### src/rtl/parity_frame_accum.sv
// Per-frame XOR/XNOR parity accumulator with beat count and optional parity check; result one cycle after the last beat.
// Input stalls while an unconsumed result is held; input and output may hand off in the same cycle.
module parity_frame_accum #(
  parameter int unsigned WIDTH  = 8,
  parameter bit          INVERT = 1'b1,
  parameter bit          CHECK  = 1'b0,
  parameter int unsigned CNT_W  = 8
) (
  input  logic             clk,
  input  logic             rst_n,
  input  logic             in_valid,
  output logic             in_ready,
  input  logic [WIDTH-1:0] in_data,
  input  logic             in_last,
  input  logic             in_par,
  input  logic             frm_clr,
  output logic             out_valid,
  input  logic             out_ready,
  output logic             out_parity,
  output logic [CNT_W-1:0] out_beats,
  output logic             out_err
);

  typedef enum logic [1:0] {
    IDLE  = 2'd0,
    ACCUM = 2'd1,
    HOLD  = 2'd2
  } state_t;

  state_t           state;
  state_t           state_nxt;
  logic             acc;
  logic [CNT_W-1:0] cnt;

  logic             accept;
  logic             fresh;
  logic             beat_par;
  logic             acc_nxt;
  logic [CNT_W-1:0] cnt_nxt;
  logic             res_par;

  assign accept   = in_valid && in_ready;
  // Anything other than mid-frame starts a new frame, including HOLD during an output handshake.
  assign fresh    = (state != ACCUM);
  assign beat_par = ^in_data;
  assign acc_nxt  = fresh ? beat_par : (acc ^ beat_par);
  assign cnt_nxt  = fresh ? CNT_W'(1)
                  : ((cnt == {CNT_W{1'b1}}) ? cnt : cnt + CNT_W'(1));
  assign res_par  = acc_nxt ^ INVERT;

  always_ff @(posedge clk) begin
    if (!rst_n) begin
      state <= IDLE;
    end else begin
      state <= state_nxt;
    end
  end

  always_comb begin
    state_nxt = state;
    if (frm_clr) begin
      state_nxt = IDLE;
    end else begin
      case (state)
        IDLE: begin
          if (accept) state_nxt = in_last ? HOLD : ACCUM;
        end
        ACCUM: begin
          if (accept && in_last) state_nxt = HOLD;
        end
        HOLD: begin
          if (out_ready) begin
            if (accept) state_nxt = in_last ? HOLD : ACCUM;
            else        state_nxt = IDLE;
          end
        end
        default: state_nxt = IDLE;
      endcase
    end
  end

  always_comb begin
    out_valid = (state == HOLD);
    in_ready  = rst_n && !frm_clr && (!out_valid || out_ready);
  end

  // Result registers change only when a last beat lands, so they stay frozen through HOLD.
  always_ff @(posedge clk) begin
    if (!rst_n) begin
      acc        <= 1'b0;
      cnt        <= '0;
      out_parity <= 1'b0;
      out_beats  <= '0;
      out_err    <= 1'b0;
    end else if (frm_clr) begin
      acc <= 1'b0;
      cnt <= '0;
    end else if (accept) begin
      acc <= acc_nxt;
      cnt <= cnt_nxt;
      if (in_last) begin
        out_parity <= res_par;
        out_beats  <= cnt_nxt;
        out_err    <= CHECK ? (res_par != in_par) : 1'b0;
      end
    end
  end

  a_hold_stable: assert property (@(posedge clk)
    (rst_n && !frm_clr && out_valid && !out_ready)
      |=> (out_valid && $stable(out_parity) && $stable(out_beats) && $stable(out_err)));

  a_no_accept_when_blocked: assert property (@(posedge clk)
    (out_valid && !out_ready) |-> !in_ready);

endmodule
### config.mk
export PLATFORM = sky130hd
export DESIGN_NAME = parity_frame_accum
export DESIGN_NICKNAME = d
export VERILOG_FILES = /design/src/rtl/parity_frame_accum.sv
export SDC_FILE = /design/constraint.sdc
export NUM_CORES = 1
export LEC_CHECK = 0
export ABC_CLOCK_PERIOD_IN_PS = 2950
export CAP_MARGIN = 20
export CELL_PAD_IN_SITES_DETAIL_PLACEMENT = 1
export CELL_PAD_IN_SITES_GLOBAL_PLACEMENT = 1
export CORE_MARGIN = 4
export CORE_UTILIZATION = 38
export CTS_CLUSTER_SIZE = 8
export DETAILED_ROUTE_END_ITERATION = 10
export PLACE_DENSITY = 0.91
export SETUP_SLACK_MARGIN = 0.4
export SYNTH_ARGS = -nofsm -noshare
export SYNTH_HDL_FRONTEND = slang
export SYNTH_SLANG_ARGS = --single-unit
### constraint.sdc
create_clock -name clk -period 2.95 [get_ports clk]
set_clock_uncertainty 0.2 [all_clocks]
set_input_delay 0.885 -clock clk [delete_from_list [all_inputs] [get_ports clk]]
set_output_delay 0.885 -clock clk [all_outputs]
set_load 0.02 [all_outputs]
-- Word level (Yosys, flattened, before mapping)
Index checks and enable logic that the tools add are counted.
- flip-flop bits (word level): 20
- bits in latches: 0
- bits in writable memories: 0
- ROM bits: 0
- bits of input ports: 15
- output and inout port bits: 12
- logic and storage cells: 38
- memories: 0
- add/subtract/negate cells: 1
- multipliers: 0
- divide/modulo/power cells: 0
- order comparisons: 0
- equal/unequal tests: 7
- shift-type cells: 0
- muxes and demuxes: 9
- bitwise gates (word level): 4
- reduce and logical (&&, ||, !) cells: 12
- operators with widths (cell ; number):
    2-to-1 mux 8 bit ; 2
    2-to-1 mux 2 bit ; 5
    adder 8 x 1 -> 8 bit, second input constant ; 1
    equality test 8 bit, second input constant ; 1
    parity 8 bit ; 1
    case mux 2 bit (3 select lines) ; 1
    AND reduction 3 bit ; 2
    logical AND 1 bit ; 4
    inequality test 2 x 1 -> 1 bit, second input constant ; 2
    inequality test 2 bit, second input constant ; 2
    NOT 1 bit ; 3
    equality test 2 x 1 -> 1 bit, second input constant ; 1
    equality test 2 bit, second input constant ; 1
    logical NOT 1 bit ; 2
    logical NOT 2 bit ; 1
    OR reduction 2 bit ; 1
    logical OR 1 bit ; 1
    2-to-1 mux 1 bit ; 1
    XOR 1 bit ; 1

-- Logic depth before layout (Yosys ltp)
Gate-level depths: netlist of the first run.
- depth in word-level cells: 8
- mapped depth: 5
- gate-level depth less buffers: 5

-- Worst setup path after synthesis of the first run
No wires, ideal clock.
- path type: in2out
- from: input rst_n
- to: output in_ready
- data arrival time: 1570 ps
- data required time: 1865 ps
- path slack: 295 ps
- cell stages on the path: 3
- buffers on the path: 1
- cell sequence: clkbuf_1 nand2b_1 nor2_1
- cells in the longest elaborated chain, start to end: 2
- ends and longest elaborated chain (element ; RTL line ; source):
    start, declared ; 10 ; input logic rst_n,
    logical AND 1 bit (2 in a row) ; 84 ; in_ready = rst_n && !frm_clr && (!out_valid || out_ready);
    end, declared ; 12 ; output logic in_ready,
No other way between the ends.

-- Final worst setup path of the first run
- from: input frm_clr
- to: output in_ready
- cells in the longest elaborated chain, start to end: 3
- ends and longest elaborated chain (element ; RTL line ; source):
    start, declared ; 16 ; input logic frm_clr,
    logical NOT 1 bit ; 84 ;
    logical AND 1 bit (2 in a row) ; 84 ;
No other way between the ends.

==> metrics.txt, run 1 <==
result of the run finished, final reports clean; global route overflow 0; maximum clock path buffer count 2; total cell area at the placement stage about 1400 um2; VDD IR max between 0.3 and 0.4 mV; clock latency at the later pin of the worst-skew pair 0.30 ns; initial core utilization 39.9%; Chip Width 62.0 um; placeable core region roughly 2800 um2; number of I/O pins 27; standard-cell row count 19; clock root buffer sky130_fd_sc_hd__clkbuf_4; nets about 180; async set or reset register ratio after synthesis 0%; H-tree levels 1; Vias between 1000 and 1500; period utilization between 80% and 90%; First DRT Iteration DRCs 30; highest net fanout along the worst path 2; Port Buffer Count 24; CTS clk-pin slew, worst paths 0.11 ns; Final Instance Area 1500 um2; pin count of the biggest net entering global routing 13; share of layout cells above drive strength 1 between 10% and 20%; DIE AREA ~3800 um2; class of the most critical setup path in -> out; DR vias/cell approximately 5.7; number of nets with antenna violations after routing 0; part of the Yosys area used for sequential elements 36.1%; first-pass GRT wire length roughly 5000 um; synthesis-to-finish area growth 35.2%; Post-synth top flop sky130_fd_sc_hd__dfxtp_1; fin crit period roughly 2.6 ns; number of detailed-route iterations in the first pass 4; unrepaired setup endpoints after global routing yes; total standard cell area after synthesis around 1100 um2; # diodes 0; die boundary height 62.0 um; chain of cells forming the critical path dlygate4sd2_1, nand2b_4, nor2_4, buf_6; Netlist cell types between 40 and 50; mean routed wirelength per cell 16.0 um; total wire length after detailed routing ~3100 um; Synthesis Warnings 0; number of enable flip-flop cells after synthesis 0; average size of a mapped cell 8.81 um2; Yosys reg bits 20; clock tree sinks 20; crit start category primary input; number of global-route vias before repair ~1100; Power, Total 0.508 mW; Worst Setup End Kind output port; initial antenna violation count 0; multi-input combinational cell area around 700 um2; synthesized net count ~140; ratio of total power to cell area around 340 nW/um2; TritonCTS clock tree built; highest cell delay on the worst timing path roughly 0.24 ns; count of max-cap constraint violations 0; sum of negative setup slack 0 ns; arrival time at the worst endpoint between 1 and 1.5 ns; Hold Fails Final Rpt 0; CTS Hold Bufs 0; number of fillers in the final layout roughly 330; standard cell with the maximum stage delay on the critical path sky130_fd_sc_hd__dlygate4sd2_1; count of pins over their slew limit 0; total of endpoints with negative setup slack in the final report 0; maximum clock frequency roughly 390 MHz; Final HPWL DP around 2400 um; Hold Crit Class reg -> reg; CTS Buf Count 3; Synth Instances between 100 and 150; global-route usage over all layers 18.1%; # DRC 0; gp weighted congestion a little under 0.9; register area between 400 and 500 um2; static leakage 0.573 nW; Worst EP required 1.87 ns
## per-layer routing
layer | vias up | track usage, % | wire length (um)
met2 | 14 | 31.2 | 1570
met3 | 2 | 4.13 | 75
met4 | 0 | 3.03 | 20
li1 | 532 | - | -
met1 | 541 | 23.5 | 1400
met5 | - | 0 | 0
## kinds of logic (layout without fill, tap and decap cells)
family | after synthesis | after routing | synth area share, %
buffers and inverters | 7 | 41 | 3.50
flip-flops | 20 | 20 | 36.1
multiplexers | 2 | 2 | 1.80
other | 1 | 1 | 0.338
AO/OA/AOI/OAI | 32 | 32 | 21.4
adder cells (fa/ha/maj) | 1 | 1 | 1.13
XOR/XNOR | 9 | 9 | 8.34
AND/OR/NAND/NOR | 54 | 54 | 27.4
## synth_stat cells, drive strengths merged (2+ instances only)
library cell / number / area (um2)
a21boi: 3 / 22.5
a21oi: 3 / 15.0
a31o: 2 / 17.5
and2: 4 / 25.0
and3: 4 / 25.0
buf: 3 / 23.8
clkbuf: 2 / 7.51
dfxtp: 20 / 400
inv: 2 / 7.51
mux2i: 2 / 20.0
nand2: 13 / 51.3
nand2b: 2 / 12.5
nand3: 10 / 55.1
nand4: 3 / 18.8
nor2: 3 / 11.3
nor2b: 4 / 25.0
nor3: 2 / 10.0
nor4: 2 / 12.5
o2111ai: 5 / 43.8
o21a: 2 / 15.0
o21ai: 8 / 43.8
o221a: 2 / 22.5
xnor2: 6 / 52.6
xor2: 2 / 17.5
## placed cells by master (no fill, tap or decap), types with 3 or more instances in the layout
cell type	n
sky130_fd_sc_hd__nor2b_1	4
sky130_fd_sc_hd__o2111ai_1	5
sky130_fd_sc_hd__buf_4	11
sky130_fd_sc_hd__o21ai_0	7
sky130_fd_sc_hd__clkbuf_4	3
sky130_fd_sc_hd__nand3_1	9
sky130_fd_sc_hd__a21oi_1	3
sky130_fd_sc_hd__a21boi_0	3
sky130_fd_sc_hd__nand2_1	12
sky130_fd_sc_hd__nand4_1	3
sky130_fd_sc_hd__clkdlybuf4s50_1	19
sky130_fd_sc_hd__xnor2_1	6
sky130_fd_sc_hd__and3_1	4
sky130_fd_sc_hd__and2_1	4
sky130_fd_sc_hd__dfxtp_1	19
## critical path, delay by kind of cell
family	cells	cell delay, ns
and+or+nand+nor	2	0.23
buffers and inverters	2	0.36
## repair_timing
action                                  4_1_cts  5_1_grt
pin swaps                                     1        2
endpoints found under the setup margin        3        2
gates resized for setup                      16        2
setup buffers                                 2        0
## worst paths after layout
kind,startpoint,end,slack [ns],cells past startpoint
worst max register to register,cnt[0],cnt[0],1.02,5
worst min-delay path,out_beats[5],out_beats[5],0.28,2
worst min register to register,out_beats[5],out_beats[5],0.28,2
worst max-delay path,frm_clr,in_ready,0.39,4
## stage by stage
| step | util, % | hold slack [ns] | instances | setup slack [ns] |
|---|---|---|---|---|
| floorplan | - | 0.244 | 126 | 0.481 |
| global placement | 51.3 | 0.254 | 185 | -0.309 |
| detailed placement | 51.3 | 0.267 | 185 | -0.362 |
| CTS | 54.1 | 0.286 | 191 | 0.354 |
| global route | 53.9 | 0.309 | 191 | 0.360 |
| finish | 53.9 | 0.276 | 191 | 0.392 |
## area by class of cell
type | count | share of cell area (%)
inverter | 2 | 0.500
multi-input combinational | 99 | 46.5
timing repair buffer | 35 | 21.3
tap | 31 | 2.59
clock buffer | 4 | 2.42
sequential | 20 | 26.8
## power breakdown
group | total (mW) | switching (mW) | internal (mW)
sequential | 0.275 | 0.00231 | 0.273
combinational | 0.0747 | 0.0317 | 0.0430
clock | 0.158 | 0.0829 | 0.0753
total | 0.508 | 0.117 | 0.391
## registers in the layout (all words and copies together), names as in the netlist
name        cells
cnt             8
out_beats       8
acc             1
state           2
out_parity      1
Power figures use the tool's default switching activity.
==> run 2: changes to the inputs <==
CAP_MARGIN = default   (was 20)
==> results of run 2 <==
Same layout as run 1: the final DEF is identical, and so are final timing and power.
==> run 3: changes to the inputs <==
CAP_MARGIN = 10   (was default)
SKIP_LAST_GASP = 1   (was default)
==> results of run 3 <==
Same layout as run 1: the final DEF is identical, and so are final timing and power.
